### config.mk
export PLATFORM = sky130hd
export DESIGN_NAME = dual_fwd_hazard_unit_flat
export DESIGN_NICKNAME = d
export VERILOG_FILES = /design/src/rtl/dual_fwd_hazard_unit_if.sv /design/src/rtl/dual_fwd_hazard_unit.sv /design/src/flat_wrapper.sv
export SDC_FILE = /design/constraint.sdc
export NUM_CORES = 1
export LEC_CHECK = 0
export CORE_MARGIN = 2
export CORE_UTILIZATION = 57
export CTS_CLUSTER_SIZE = 24
export DETAILED_ROUTE_END_ITERATION = 7
export PLACE_DENSITY = 0.81
export SLEW_MARGIN = 20
export SYNTH_ARGS = -nofsm -noshare
export SYNTH_HDL_FRONTEND = slang
export SYNTH_SLANG_ARGS = --single-unit
### constraint.sdc
create_clock -name clk -period 2.3 [get_ports clk]
set_input_delay 0.46 -clock clk [delete_from_list [all_inputs] [get_ports clk]]
set_output_delay 0.46 -clock clk [all_outputs]
set_load 0.005 [all_outputs]
### src/rtl/dual_fwd_hazard_unit_if.sv
// Decode-to-EX hazard bus: ID-stage tags and pipeline control in,
// per-lane operand bypass selects and issue-control flags out.
interface dual_fwd_hazard_unit_if #(
  parameter int LANES      = 2,
  parameter int AW         = 5,
  parameter int FWD_STAGES = 2,
  parameter int SELW       = $clog2(1 + FWD_STAGES*LANES)
) ();
  logic                  hold_i;
  logic                  flush_i;
  logic [LANES-1:0]      id_valid_i;
  logic [LANES-1:0]      id_we_i;
  logic [LANES-1:0]      id_load_i;
  logic [LANES*AW-1:0]   id_rd_i;
  logic [LANES*AW-1:0]   id_rs_i;
  logic [LANES*AW-1:0]   id_rt_i;
  logic [LANES*SELW-1:0] fwd_a_o;
  logic [LANES*SELW-1:0] fwd_b_o;
  logic                  load_use_stall_o;
  logic                  split_o;

  modport master (
    output hold_i, flush_i, id_valid_i, id_we_i, id_load_i, id_rd_i, id_rs_i, id_rt_i,
    input  fwd_a_o, fwd_b_o, load_use_stall_o, split_o
  );

  modport slave (
    input  hold_i, flush_i, id_valid_i, id_we_i, id_load_i, id_rd_i, id_rs_i, id_rt_i,
    output fwd_a_o, fwd_b_o, load_use_stall_o, split_o
  );
endinterface

### src/rtl/dual_fwd_hazard_unit.sv
// Forwarding / load-use hazard unit for the dual-issue pipeline. Tracks a shadow
// pipeline of destination tags (EX plus FWD_STAGES forwarding stages) per lane.
module dual_fwd_hazard_unit #(
  parameter int LANES      = 2,
  parameter int AW         = 5,
  parameter int FWD_STAGES = 2,
  parameter int SELW       = $clog2(1 + FWD_STAGES*LANES)
) (
  input  logic                  clk,
  input  logic                  rst_n,
  dual_fwd_hazard_unit_if.slave bus
);

  // Index 0 is EX, index s is post-EX stage s.
  logic [FWD_STAGES:0][LANES-1:0]         vld_pipe;
  logic [FWD_STAGES:0][LANES-1:0]         we_pipe;
  logic [FWD_STAGES:0][LANES-1:0][AW-1:0] rd_pipe;
  logic [LANES-1:0]                       ex_load;
  logic [LANES-1:0][AW-1:0]               ex_rs, ex_rt;

  logic [LANES-1:0][AW-1:0] id_rd, id_rs, id_rt;
  logic                     load_use_stall;
  logic [LANES-1:0]         ex_vld_nxt;

  assign id_rd = bus.id_rd_i;
  assign id_rs = bus.id_rs_i;
  assign id_rt = bus.id_rt_i;

  assign ex_vld_nxt = (load_use_stall || bus.flush_i) ? '0 : bus.id_valid_i;

  always_ff @(posedge clk or negedge rst_n) begin
    if (!rst_n) begin
      vld_pipe <= '0;
      we_pipe  <= '0;
      rd_pipe  <= '0;
      ex_load  <= '0;
      ex_rs    <= '0;
      ex_rt    <= '0;
    end else if (!bus.hold_i) begin
      vld_pipe <= {vld_pipe[FWD_STAGES-1:0], ex_vld_nxt};
      we_pipe  <= {we_pipe[FWD_STAGES-1:0], bus.id_we_i};
      rd_pipe  <= {rd_pipe[FWD_STAGES-1:0], id_rd};
      ex_load  <= bus.id_load_i;
      ex_rs    <= id_rs;
      ex_rt    <= id_rt;
    end
  end

  // No EX-to-EX path, so a load in EX feeding any valid ID source must wait.
  always_comb begin
    load_use_stall = 1'b0;
    for (int l = 0; l < LANES; l++) begin
      for (int p = 0; p < LANES; p++) begin
        if (bus.id_valid_i[l] && vld_pipe[0][p] && we_pipe[0][p] && ex_load[p] &&
            rd_pipe[0][p] != '0 &&
            (rd_pipe[0][p] == id_rs[l] || rd_pipe[0][p] == id_rt[l]))
          load_use_stall = 1'b1;
      end
    end
  end

  assign bus.load_use_stall_o = load_use_stall;

  if (LANES >= 2) begin : g_split
    assign bus.split_o = bus.id_valid_i[0] && bus.id_valid_i[1] && bus.id_we_i[0] &&
                         id_rd[0] != '0 && (id_rd[0] == id_rs[1] || id_rd[0] == id_rt[1]);
  end else begin : g_nosplit
    assign bus.split_o = 1'b0;
  end

  for (genvar l = 0; l < LANES; l++) begin : g_lane
    logic [SELW-1:0] sel_a, sel_b;

    // Scan oldest stage first and lane 0 first so the youngest stage and the
    // later lane within a stage overwrite earlier hits.
    always_comb begin
      sel_a = '0;
      sel_b = '0;
      for (int s = FWD_STAGES; s >= 1; s--) begin
        for (int p = 0; p < LANES; p++) begin
          if (vld_pipe[s][p] && we_pipe[s][p] && rd_pipe[s][p] != '0) begin
            if (rd_pipe[s][p] == ex_rs[l]) sel_a = SELW'(1 + (s-1)*LANES + p);
            if (rd_pipe[s][p] == ex_rt[l]) sel_b = SELW'(1 + (s-1)*LANES + p);
          end
        end
      end
      if (!vld_pipe[0][l]) begin
        sel_a = '0;
        sel_b = '0;
      end
    end

    assign bus.fwd_a_o[l*SELW +: SELW] = sel_a;
    assign bus.fwd_b_o[l*SELW +: SELW] = sel_b;
  end

endmodule

### src/flat_wrapper.sv
// flat-port wrapper written by rule: the top's interface ports become plain ports
module dual_fwd_hazard_unit_flat 
#(
  parameter int LANES      = 2,
  parameter int AW         = 5,
  parameter int FWD_STAGES = 2,
  parameter int SELW       = $clog2(1 + FWD_STAGES*LANES)
)
  (clk, rst_n, bus_hold_i, bus_flush_i, bus_id_valid_i, bus_id_we_i, bus_id_load_i, bus_id_rd_i, bus_id_rs_i, bus_id_rt_i, bus_fwd_a_o, bus_fwd_b_o, bus_load_use_stall_o, bus_split_o);
  dual_fwd_hazard_unit_if #(.LANES(LANES), .AW(AW), .FWD_STAGES(FWD_STAGES), .SELW(SELW)) bus_i ();
  input  logic clk;
  input  logic rst_n;
  input wire logic [$bits(bus_i.hold_i)-1:0] bus_hold_i;
  input wire logic [$bits(bus_i.flush_i)-1:0] bus_flush_i;
  input wire logic [$bits(bus_i.id_valid_i)-1:0] bus_id_valid_i;
  input wire logic [$bits(bus_i.id_we_i)-1:0] bus_id_we_i;
  input wire logic [$bits(bus_i.id_load_i)-1:0] bus_id_load_i;
  input wire logic [$bits(bus_i.id_rd_i)-1:0] bus_id_rd_i;
  input wire logic [$bits(bus_i.id_rs_i)-1:0] bus_id_rs_i;
  input wire logic [$bits(bus_i.id_rt_i)-1:0] bus_id_rt_i;
  output wire logic [$bits(bus_i.fwd_a_o)-1:0] bus_fwd_a_o;
  output wire logic [$bits(bus_i.fwd_b_o)-1:0] bus_fwd_b_o;
  output wire logic [$bits(bus_i.load_use_stall_o)-1:0] bus_load_use_stall_o;
  output wire logic [$bits(bus_i.split_o)-1:0] bus_split_o;
  assign bus_i.hold_i = bus_hold_i;
  assign bus_i.flush_i = bus_flush_i;
  assign bus_i.id_valid_i = bus_id_valid_i;
  assign bus_i.id_we_i = bus_id_we_i;
  assign bus_i.id_load_i = bus_id_load_i;
  assign bus_i.id_rd_i = bus_id_rd_i;
  assign bus_i.id_rs_i = bus_id_rs_i;
  assign bus_i.id_rt_i = bus_id_rt_i;
  assign bus_fwd_a_o = bus_i.fwd_a_o;
  assign bus_fwd_b_o = bus_i.fwd_b_o;
  assign bus_load_use_stall_o = bus_i.load_use_stall_o;
  assign bus_split_o = bus_i.split_o;
  dual_fwd_hazard_unit #(.LANES(LANES), .AW(AW), .FWD_STAGES(FWD_STAGES), .SELW(SELW)) u_core (.clk(clk), .rst_n(rst_n), .bus(bus_i));
endmodule
== Word-level counts from Yosys, hierarchy flattened ==
Index checks and enable logic that the tools add are counted.
Operators by class
  reductions and logical operators: 45
  mux-type cells: 41
  equal/unequal tests: 26
Operator list (number)
  5-bit equality test: 26
  3-bit 2-to-1 mux: 32
  5-bit nonzero test: 7
  1-bit logical AND: 32
  2-bit 2-to-1 mux: 5
  1-bit logical OR: 6
  1-bit 2-to-1 mux: 4
Word-level totals
  logic and storage cells: 129
  output and inout bits: 14
  input port bits: 40
  bits in registers: 64

== Longest topological paths before layout ==
Gate-level depths: netlist of the first run.
  depth after elaboration: 11
  gate-level depth with buffers: 6
  gate-level depth less buffers: 5

== Worst setup path before layout of the first run ==
No wires, ideal clock.
  path kind: register -> output
  start point: register u_core.rd_pipe[5] (netlist name)
  end point: output port bus_load_use_stall_o
  arrival time: 1638 ps
  path buffers: 1
  stages on the path, launching flop included: 7
  required time: 1840 ps
  slack: 202 ps
  cell sequence: dfrtp_1 -> buf_6 -> or4_4 -> o2111a_1 -> nand2_1 -> o22ai_1 -> or2_1
On the way
  cells in the longest elaborated chain, start to end: 6
  elaborated cells on any way between the ends: 14
  those cells by class: eq/ne: 4; mux: 3; reduce/logical: 7
Ends and longest elaborated chain
  from (decl): RTL line dual_fwd_hazard_unit.sv:17  | logic [FWD_STAGES:0][LANES-1:0][AW-1:0] rd_pipe;
  from (signal assigned): RTL line dual_fwd_hazard_unit.sv:42  | rd_pipe <= {rd_pipe[FWD_STAGES-1:0], id_rd};
  5-bit equality test / 5-bit nonzero test (equally long branches): RTL line dual_fwd_hazard_unit.sv:56, dual_fwd_hazard_unit.sv:55
  1-bit logical OR / 1-bit logical AND (equally long branches): RTL line dual_fwd_hazard_unit.sv:56, dual_fwd_hazard_unit.sv:54
  1-bit logical AND: RTL line dual_fwd_hazard_unit.sv:55  | rd_pipe[0][p] != '0 &&
  1-bit 2-to-1 mux (2 in series): RTL line dual_fwd_hazard_unit.sv:54  | if (bus.id_valid_i[l] && vld_pipe[0][p] && we_pipe[0][p] && ex_load[p] &&
  1-bit 2-to-1 mux *: RTL line dual_fwd_hazard_unit.sv:54
  to (decl): RTL line flat_wrapper.sv:23  | output wire logic [$bits(bus_i.load_use_stall_o)-1:0] bus_load_use_stall_o;
Mark *: on every way between the ends. The rest lies on a longest branch, timed or not.

== Worst setup path in the final report of the first run ==
  start point: register u_core.rd_pipe[26] (netlist name)
  end point: output port bus_fwd_a_o[1]
On the way
  cells in the longest elaborated chain, start to end: 8
  elaborated cells on any way between the ends: 10
  those cells by class: eq/ne: 1; mux: 7; reduce/logical: 2
Ends and longest elaborated chain
  5-bit equality test / 5-bit nonzero test (equally long branches): RTL line dual_fwd_hazard_unit.sv:82, dual_fwd_hazard_unit.sv:81
  3-bit 2-to-1 mux / 1-bit logical AND (equally long branches): RTL line dual_fwd_hazard_unit.sv:82, dual_fwd_hazard_unit.sv:81
  3-bit 2-to-1 mux *: RTL line dual_fwd_hazard_unit.sv:81  | if (vld_pipe[s][p] && we_pipe[s][p] && rd_pipe[s][p] != '0) begin
  3-bit 2-to-1 mux: RTL line dual_fwd_hazard_unit.sv:82  | if (rd_pipe[s][p] == ex_rs[l]) sel_a = SELW'(1 + (s-1)*LANES + p);
  3-bit 2-to-1 mux *: RTL line dual_fwd_hazard_unit.sv:81
  3-bit 2-to-1 mux: RTL line dual_fwd_hazard_unit.sv:82
  3-bit 2-to-1 mux *: RTL line dual_fwd_hazard_unit.sv:81
  3-bit 2-to-1 mux *: RTL line dual_fwd_hazard_unit.sv:87  | if (!vld_pipe[0][l]) begin
  to (decl): RTL line flat_wrapper.sv:21  | output wire logic [$bits(bus_i.fwd_a_o)-1:0] bus_fwd_a_o;
Marks and branches as above.

==> results of run 1 <==
-- placed cells by master (no fill, tap or decap), types with 3 or more instances in the layout --
cell type and count:
sky130_fd_sc_hd__buf_4 99, sky130_fd_sc_hd__xor2_1 92, sky130_fd_sc_hd__mux2_2 62, sky130_fd_sc_hd__dfrtp_1 60, sky130_fd_sc_hd__xnor2_1 37, sky130_fd_sc_hd__clkdlybuf4s50_1 21, sky130_fd_sc_hd__nor3_1 16, sky130_fd_sc_hd__nand4_1 14
sky130_fd_sc_hd__buf_2 14, sky130_fd_sc_hd__nand2_1 13, sky130_fd_sc_hd__nor2_1 11, sky130_fd_sc_hd__clkbuf_8 10, sky130_fd_sc_hd__dlygate4sd2_1 10, sky130_fd_sc_hd__buf_6 10, sky130_fd_sc_hd__nor3_2 6, sky130_fd_sc_hd__dlymetal6s2s_1 6
sky130_fd_sc_hd__or4_4 4, sky130_fd_sc_hd__nor3b_2 4, sky130_fd_sc_hd__dfrtp_2 4, sky130_fd_sc_hd__nor4_2 3, sky130_fd_sc_hd__nand4b_1 3, sky130_fd_sc_hd__a21boi_1 3, sky130_fd_sc_hd__nand2_2 3, sky130_fd_sc_hd__nand3_1 3
sky130_fd_sc_hd__a22oi_1 3, sky130_fd_sc_hd__clkbuf_1 3, sky130_fd_sc_hd__buf_12 3
-- how the worst min path moves through the flow --
stage / start / endpoint
after floorplan: rst_n / u_core.ex_load[0]
after global placement: rst_n / u_core.we_pipe[0]
after detailed placement: rst_n / u_core.we_pipe[0]
after CTS: rst_n / u_core.we_pipe[0]
after global routing: rst_n / u_core.rd_pipe[0]
final: rst_n / u_core.rd_pipe[0]
-- layer usage --
metal / vias to the layer above / track usage
met2: 154 / 0.5184
li1: 1694 / -
met5: - / 0
met1: 1856 / 0.3854
met4: 0 / 0.1915
met3: 64 / 0.05505
-- sequential cells by signal (all words and copies together) (netlist names) --
name             flops
u_core.rd_pipe      30
u_core.ex_rt        10
u_core.ex_rs        10
u_core.ex_load       2
u_core.we_pipe       6
u_core.vld_pipe      6
-- report_power, final --
group,internal [mW],leakage [nW],switching [mW]
Sequential,1.27,0.754,0.187
Combinational,0.726,1.77,0.641
Clock,0.418,0.0834,0.424
-- critical path, stage by stage (launching register included) --
cell and delay, ps:
sky130_fd_sc_hd__dfrtp_1 390, sky130_fd_sc_hd__or3_4 390, sky130_fd_sc_hd__o311a_4 340, sky130_fd_sc_hd__nand4_1 200, sky130_fd_sc_hd__buf_4 160, sky130_fd_sc_hd__nand4b_1 90
sky130_fd_sc_hd__a21boi_1 140, sky130_fd_sc_hd__buf_2 130
-- cells by family (layout without fill, tap and decap cells) --
family,Yosys count,after routing,synth area share
xor+xnor,130,130,0.2589
simple gates,86,86,0.1081
buf+inv,58,182,0.05804
flops,64,64,0.3642
compound gates,28,28,0.05206
mux,62,62,0.1587
-- final cells by class --
cell class                      instances  area share
Inverter                                1   0.0006277
Tap cell                              102     0.02134
Multi-Input combinational cell        306      0.4516
Timing Repair Buffer                  165      0.2300
Clock inverter                          3    0.002929
Sequential cell                        64      0.2687
Clock buffer                           13     0.02490
-- per-stage QoR --
stage	total power, mW	setup TNS, ps	hold slack, ps
3_5_place_dp	2.705	-3377	505.2
3_3_place_gp	2.650	-3195	490.6
4_1_cts	3.580	-3687	133.0
6_report	3.669	-3234	113.9
5_1_grt	3.833	-4209	145.1
2_1_floorplan	2.188	0	164.4
-- what timing repair did --
action,CTS,global route
resized for setup,80,32
pin swaps,28,26
setup endpoints to repair,14,14
setup buffers,19,2
==> metrics.txt, run 1 <==
# TYPE chip_impl_metric gauge
chip_impl_info{name="grt_setup_unrepaired",value="yes"} 1
chip_impl_info{name="cp-endpoint",value="bus_fwd_a_o[1]"} 1
chip_impl_info{name="tritoncts_clock_tree",value="yes"} 1
chip_impl_metric{name="post_route_cells_drive_above_1_share",unit=""} 0.4384
chip_impl_metric{name="finalCriticalPeriod",unit="ps"} 2628
chip_impl_metric{name="clock_latency",unit="ps"} 340
chip_impl_metric{name="detail_route.wirelength.met1",unit="mm"} 5.201
chip_impl_metric{name="globalplace.congestion",unit=""} 0.9381
chip_impl_metric{name="detail_route.wl_per_cell",unit="um"} 20.04
chip_impl_info{name="cp-startpoint",value="u_core.rd_pipe[26]"} 1
chip_impl_info{name="dominantRegCellSynth",value="sky130_fd_sc_hd__dfrtp_1"} 1
chip_impl_metric{name="slew_viol_final",unit=""} 0
chip_impl_metric{name="finalHoldViolCount",unit=""} 0
chip_impl_metric{name="io_pins",unit=""} 54
chip_impl_metric{name="drv_cap",unit=""} 0
chip_impl_info{name="post-synth-top-count-cell",value="sky130_fd_sc_hd__xor2_1"} 1
chip_impl_metric{name="estimated_wirelength_of_the_detail_placed_design",unit="mm"} 9.418
chip_impl_metric{name="r2r_setup_slack",unit="ps"} 440
chip_impl_info{name="timing.critical_path.from_type",value="flop"} 1
chip_impl_metric{name="syn-cell-area",unit="mm^2"} 0.004398
chip_impl_metric{name="post-route-cell-area",unit="mm^2"} 0.005979
chip_impl_metric{name="critical_path_peak_fanout",unit=""} 4
chip_impl_metric{name="grt_max_degree",unit=""} 65
chip_impl_metric{name="asyncSetResetFlopFracSynth",unit=""} 1.000
chip_impl_metric{name="post-synth-top-area-fraction",unit=""} 0.3642
chip_impl_metric{name="grt_antenna_before_repair",unit=""} 0
chip_impl_metric{name="detailroute.wirelength.met3",unit="um"} 691
chip_impl_info{name="synth.largest_area_cell",value="sky130_fd_sc_hd__dfrtp_1"} 1
chip_impl_metric{name="cp_data_required_time",unit="ps"} 1840
chip_impl_info{name="violations",value="setup timing"} 1
chip_impl_metric{name="ant_nets",unit=""} 0
chip_impl_metric{name="finish.cell_count_without_fillers",unit=""} 654
chip_impl_metric{name="drc_errors",unit=""} 0
chip_impl_metric{name="cts.hold.buffers_added",unit=""} 0
chip_impl_metric{name="chipHeight",unit="um"} 91.84
chip_impl_metric{name="cp_data_arrival_time",unit="ps"} 2170
chip_impl_metric{name="final_util",unit=""} 0.7860
chip_impl_metric{name="first_iter_violations",unit=""} 190
chip_impl_metric{name="fillerInstances",unit=""} 481
chip_impl_metric{name="grt_remaining_overflow",unit=""} 0
chip_impl_metric{name="finalSetupViolations",unit=""} 13
chip_impl_metric{name="num-nets-final",unit=""} 587
chip_impl_metric{name="slew_margin_rel",unit=""} 0.6994
chip_impl_info{name="dr.max_layer_used",value="met4"} 1
chip_impl_metric{name="ys_seq_elements",unit=""} 64
chip_impl_info{name="timing.rr.start",value="u_core.rd_pipe[3]"} 1
chip_impl_metric{name="post_synthesis_cells",unit=""} 428
chip_impl_metric{name="n_antenna_cell",unit=""} 0
chip_impl_info{name="synth.top_cells.by_count",value="sky130_fd_sc_hd__xor2_1, sky130_fd_sc_hd__dfrtp_1, sky130_fd_sc_hd__mux2_2"} 1
chip_impl_metric{name="slew_of_the_pin_with_the_lowest_slew_margin",unit="ps"} 450.9
chip_impl_metric{name="ir_worst_vdd",unit="V"} 0.0004798
chip_impl_metric{name="leakage",unit="nW"} 2.608
chip_impl_metric{name="vias",unit=""} 3768
chip_impl_metric{name="reg2regPathDepth",unit=""} 6
chip_impl_info{name="status",value="complete, but fails checks"} 1
chip_impl_metric{name="die_width",unit="um"} 91.84
chip_impl_metric{name="synth-seq-area-share",unit=""} 0.3642
chip_impl_metric{name="timing.fmax",unit="MHz"} 380.5
chip_impl_info{name="yosys-top-cells-area",value="sky130_fd_sc_hd__dfrtp_1, sky130_fd_sc_hd__xor2_1, sky130_fd_sc_hd__mux2_2"} 1
chip_impl_metric{name="yosys.cell_types.count",unit=""} 34
chip_impl_metric{name="fp.dieArea",unit="mm^2"} 0.008435
chip_impl_metric{name="grt_first_pass_wirelength",unit="mm"} 20.30
chip_impl_metric{name="cts_made_buffers",unit=""} 9
chip_impl_metric{name="multi_input_comb_area",unit="mm^2"} 0.002700
chip_impl_info{name="cts_root_buffer",value="sky130_fd_sc_hd__clkbuf_8"} 1
chip_impl_metric{name="cts_sinks",unit=""} 64
chip_impl_metric{name="port_buffers",unit=""} 53
chip_impl_metric{name="powerDensity",unit="mW/mm^2"} 613.6
chip_impl_metric{name="drt_wl_total",unit="mm"} 13.10
chip_impl_metric{name="worst_clock_skew",unit="ps"} 8.267
chip_impl_metric{name="route.met2.wl",unit="mm"} 6.424
chip_impl_info{name="rr_endpoint",value="u_core.vld_pipe[1]"} 1
chip_impl_metric{name="detail_route.vias_per_cell",unit=""} 5.761
chip_impl_metric{name="cts-htree-levels",unit=""} 3
chip_impl_metric{name="start_util",unit=""} 0.5781
chip_impl_metric{name="cts_max_path_buffers",unit=""} 2
chip_impl_metric{name="sequential_cell_area",unit="mm^2"} 0.001607
chip_impl_metric{name="worst_setup_slack_final",unit="ps"} -328.3
chip_impl_metric{name="placed_cells",unit=""} 621
chip_impl_metric{name="drt_pass1_iterations",unit=""} 4
chip_impl_metric{name="synth_nets",unit=""} 468
chip_impl_metric{name="synth_area_per_cell",unit="um^2"} 10.28
chip_impl_metric{name="post-place-ws",unit="ps"} -596.9
chip_impl_metric{name="gr-usage-all-layers",unit=""} 0.3149
chip_impl_metric{name="path_clk_slew",unit="ps"} 70
chip_impl_info{name="hp-class",value="input port to async pin"} 1
chip_impl_metric{name="rows",unit=""} 32
chip_impl_metric{name="final.period_utilization",unit=""} 1.143
chip_impl_info{name="worstSetupPathType",value="flop to output pin"} 1
chip_impl_metric{name="placedInstanceArea",unit="mm^2"} 0.005533
chip_impl_metric{name="number_of_global_route_vias_before_repair",unit=""} 3932
chip_impl_info{name="crit_path_end_kind",value="output pin"} 1
chip_impl_metric{name="fp.coreArea",unit="mm^2"} 0.007607
chip_impl_metric{name="count_of_warnings_emitted_by_yosys",unit=""} 0
chip_impl_metric{name="areaGrowthSynthToFinish",unit="%"} 35.96
chip_impl_metric{name="number_of_enable_flip_flop_cells_after_synthesis",unit=""} 0
No activity file was read; power rests on OpenSTA's default activity.
==> run 2, diff against run 1 <==
--- a/config.mk
+++ b/config.mk
@@ -9,6 +9,7 @@
 export CORE_UTILIZATION = 57
 export CTS_CLUSTER_SIZE = 24
 export DETAILED_ROUTE_END_ITERATION = 7
+export GPL_TIMING_DRIVEN = 0
 export PLACE_DENSITY = 0.81
 export SLEW_MARGIN = 20
 export SYNTH_ARGS = -nofsm -noshare
==> run 2 against run 1 <==
Net effect: the flow still finishes with violations (setup timing); power up 3.9%; worst hold slack better by 380 ps; sequential power about the same; combinational power down 9%; clock skew down 2.7 ps; global-route usage down 1.4 points; critical path type unchanged.
==> metrics.txt, run 2 (synthesis gave the netlist of run 1 again) <==
# TYPE chip_impl_metric gauge
chip_impl_info{name="status",value="complete, but fails checks"} 1
chip_impl_info{name="violations",value="setup timing"} 1
chip_impl_metric{name="fp.coreArea",unit="mm^2"} 0.007607
chip_impl_metric{name="post-route-cell-area",unit="mm^2"} 0.005633
chip_impl_metric{name="slew_of_the_pin_with_the_lowest_slew_margin",unit="ps"} 731.1
chip_impl_info{name="timing.critical_path.slowest_stage_cell",value="sky130_fd_sc_hd__or4_4"} 1
chip_impl_metric{name="r2r_setup_slack",unit="ps"} 430
chip_impl_metric{name="reg2regPathDepth",unit=""} 6
chip_impl_metric{name="port_buffers",unit=""} 52
chip_impl_metric{name="first_iter_violations",unit=""} 195
chip_impl_metric{name="drv_cap",unit=""} 0
chip_impl_metric{name="drt_wl_total",unit="mm"} 12.39
chip_impl_metric{name="ant_nets",unit=""} 0
chip_impl_metric{name="cp_data_required_time",unit="ps"} 1840
chip_impl_metric{name="path_clk_slew",unit="ps"} 70
chip_impl_metric{name="finalSetupViolations",unit=""} 13
chip_impl_metric{name="setup-tns-final",unit="ps"} -3681
chip_impl_info{name="final_cell_mix",value="sky130_fd_sc_hd__xor2_1, sky130_fd_sc_hd__mux2_2, sky130_fd_sc_hd__dfrtp_1"} 1
chip_impl_info{name="tritoncts_clock_tree",value="yes"} 1
chip_impl_metric{name="die_width",unit="um"} 91.84
chip_impl_metric{name="estimated_wirelength_of_the_detail_placed_design",unit="mm"} 8.305
chip_impl_metric{name="post_route_cells_drive_above_1_share",unit=""} 0.3699
chip_impl_metric{name="number_of_global_route_vias_before_repair",unit=""} 3674
chip_impl_metric{name="finalHoldViolCount",unit=""} 0
chip_impl_metric{name="cts_max_path_buffers",unit=""} 2
chip_impl_metric{name="critical_path.n_buffers_inverters",unit=""} 3
chip_impl_metric{name="ir_worst_vdd",unit="V"} 0.0004163
chip_impl_metric{name="areaGrowthSynthToFinish",unit="%"} 28.08
chip_impl_metric{name="slew_viol_final",unit=""} 0
chip_impl_metric{name="clock_latency",unit="ps"} 350
chip_impl_metric{name="final.period_utilization",unit=""} 1.162
chip_impl_metric{name="worst_clock_skew",unit="ps"} 5.590
chip_impl_metric{name="sequential_cell_area",unit="mm^2"} 0.001623
chip_impl_metric{name="start_util",unit=""} 0.5781
chip_impl_info{name="timing.rr.start",value="u_core.rd_pipe[9]"} 1
chip_impl_metric{name="multi_input_comb_area",unit="mm^2"} 0.002701
chip_impl_metric{name="timing.fmax",unit="MHz"} 374.1
chip_impl_metric{name="slew_margin_rel",unit=""} 0.5126
chip_impl_metric{name="gr-usage-all-layers",unit=""} 0.3012
chip_impl_metric{name="vias",unit=""} 3595
chip_impl_metric{name="finalCriticalPeriod",unit="ps"} 2673
chip_impl_metric{name="fillerInstances",unit=""} 550
chip_impl_metric{name="power.share.switching",unit=""} 0.3291
chip_impl_info{name="timing.critical_path.from_type",value="flop"} 1
chip_impl_info{name="worstSetupPathType",value="flop to output pin"} 1
chip_impl_info{name="crit_path_cell_trace",value="buf_6 -> or4_4 -> o211ai_4 -> or4_4 -> buf_6 -> nor3b_2 -> o21a_1 -> buf_2"} 1
chip_impl_metric{name="n_antenna_cell",unit=""} 0
chip_impl_metric{name="worst_setup_slack_final",unit="ps"} -373.4
chip_impl_info{name="rr_endpoint",value="u_core.vld_pipe[0]"} 1
chip_impl_info{name="grt_setup_unrepaired",value="yes"} 1
chip_impl_metric{name="placedInstanceArea",unit="mm^2"} 0.005071
chip_impl_info{name="crit_path_end_kind",value="output pin"} 1
chip_impl_metric{name="grt_max_degree",unit=""} 54
chip_impl_metric{name="clk_pwr_share",unit=""} 0.285
chip_impl_metric{name="drc_errors",unit=""} 0
chip_impl_info{name="crit_family",value="simple AND/OR/NAND/NOR gates"} 1
chip_impl_metric{name="cts_sinks",unit=""} 64
chip_impl_info{name="largestRegisters",value="u_core.rd_pipe: 30 flops, u_core.ex_rs: 10 flops, u_core.ex_rt: 10 flops"} 1
chip_impl_metric{name="largest_register_ffs",unit=""} 30
chip_impl_metric{name="p_comb_frac",unit=""} 0.328
chip_impl_metric{name="power_report.internal_total",unit="mW"} 2.558
chip_impl_metric{name="cp_data_arrival_time",unit="ps"} 2210
chip_impl_metric{name="powerDensity",unit="mW/mm^2"} 676.8
chip_impl_metric{name="grt_remaining_overflow",unit=""} 0
chip_impl_metric{name="io_pins",unit=""} 54
chip_impl_info{name="hp-class",value="input port to async pin"} 1
chip_impl_metric{name="leakage",unit="nW"} 2.307
chip_impl_metric{name="grt_antenna_before_repair",unit=""} 0
chip_impl_metric{name="num-nets-final",unit=""} 546
chip_impl_info{name="commonest_non_fill_non_tap_cell_in_the_layout",value="sky130_fd_sc_hd__xor2_1"} 1
chip_impl_metric{name="rows",unit=""} 32
chip_impl_info{name="cts_root_buffer",value="sky130_fd_sc_hd__clkbuf_8"} 1
chip_impl_metric{name="critical_path_peak_fanout",unit=""} 4
chip_impl_metric{name="crit_path_max_incr_delay",unit="ps"} 540
chip_impl_metric{name="detail_route.wl_per_cell",unit="um"} 20.21
chip_impl_metric{name="drt_pass1_iterations",unit=""} 4
chip_impl_metric{name="chipHeight",unit="um"} 91.84
chip_impl_metric{name="detail_route.vias_per_cell",unit=""} 5.865
chip_impl_info{name="largest_register",value="u_core.rd_pipe"} 1
chip_impl_metric{name="cts-htree-levels",unit=""} 3
chip_impl_metric{name="grt_first_pass_wirelength",unit="mm"} 19.23
chip_impl_metric{name="seq_power_share",unit=""} 0.387
chip_impl_metric{name="fp.dieArea",unit="mm^2"} 0.008435
chip_impl_metric{name="cts_made_buffers",unit=""} 9
chip_impl_metric{name="power_switching",unit="mW"} 1.255
chip_impl_metric{name="globalplace.congestion",unit=""} 0.8920
-- run 2: area by class of cell --
cell class,instances,share of cell area
Clock buffer,11,0.02510
Timing Repair Buffer,99,0.1493
Multi-Input combinational cell,306,0.4796
Tap cell,102,0.02266
Clock inverter,5,0.01422
Inverter,1,0.0006664
Buffer,25,0.02044
Sequential cell,64,0.2881
-- run 2: timing repair --
action,CTS,global route
hold buffers,1,0
pin swaps,21,22
setup buffers,32,14
gates resized for setup,91,22
endpoints found under the setup margin,14,13
endpoints found under the hold margin,11,0
-- run 2: routing by layer --
layer	track usage	wire, um
met5	0	0
met4	0.1617	719
met3	0.04601	712
met2	0.5208	5962
met1	0.3608	4993
-- run 2: worst register-to-register path: stages, from the launching register on --
cell,delay (ps)
sky130_fd_sc_hd__dfrtp_1,510
sky130_fd_sc_hd__or4_4,470
sky130_fd_sc_hd__o2111a_1,280
sky130_fd_sc_hd__nand2_1,90
sky130_fd_sc_hd__o22ai_2,70
sky130_fd_sc_hd__buf_4,140
sky130_fd_sc_hd__o31ai_2,220
-- run 2: stage by stage --
stage / power, mW / hold WS, ps / instances / util / setup slack (ps)
finish: 3.812 / 492.8 / 613 / 0.7405 / -373.4
global route: 3.983 / 506.3 / 613 / 0.7405 / -421.9
CTS: 3.726 / 479.2 / 612 / 0.7308 / -422.4
detailed placement: 2.529 / 318.3 / 583 / 0.6666 / -597.8
global placement: 2.477 / 501.3 / 582 / 0.6633 / -1208
floorplan: 2.188 / 164.4 / 428 / - / 201.7
-- run 2: how the worst max path moves through the flow --
stage | startpoint | endpoint | slack [ps] | cells after the start
after floorplan | u_core.rd_pipe[5] | bus_load_use_stall_o | 200 | 6
after global placement | rst_n | u_core.rd_pipe[27] | -1210 | 1
after detailed placement | bus_id_rt_i[7] | bus_load_use_stall_o | -600 | 7
after CTS | u_core.rd_pipe[20] | bus_fwd_b_o[1] | -420 | 8
after global routing | u_core.rd_pipe[22] | bus_fwd_b_o[1] | -420 | 8
final | u_core.rd_pipe[22] | bus_fwd_b_o[1] | -370 | 8
-- run 2: power by group through the flow --
| stage | combinational, mW | clock, mW | sequential [mW] |
|---|---|---|---|
| 3_5_place_dp | 1.18 | 0 | 1.35 |
| 3_3_place_gp | 1.13 | 0 | 1.34 |
| 4_1_cts | 1.21 | 1.09 | 1.42 |
| 2_1_floorplan | 0.861 | 0 | 1.33 |
| 6_report | 1.25 | 1.09 | 1.47 |
| 5_1_grt | 1.34 | 1.15 | 1.49 |
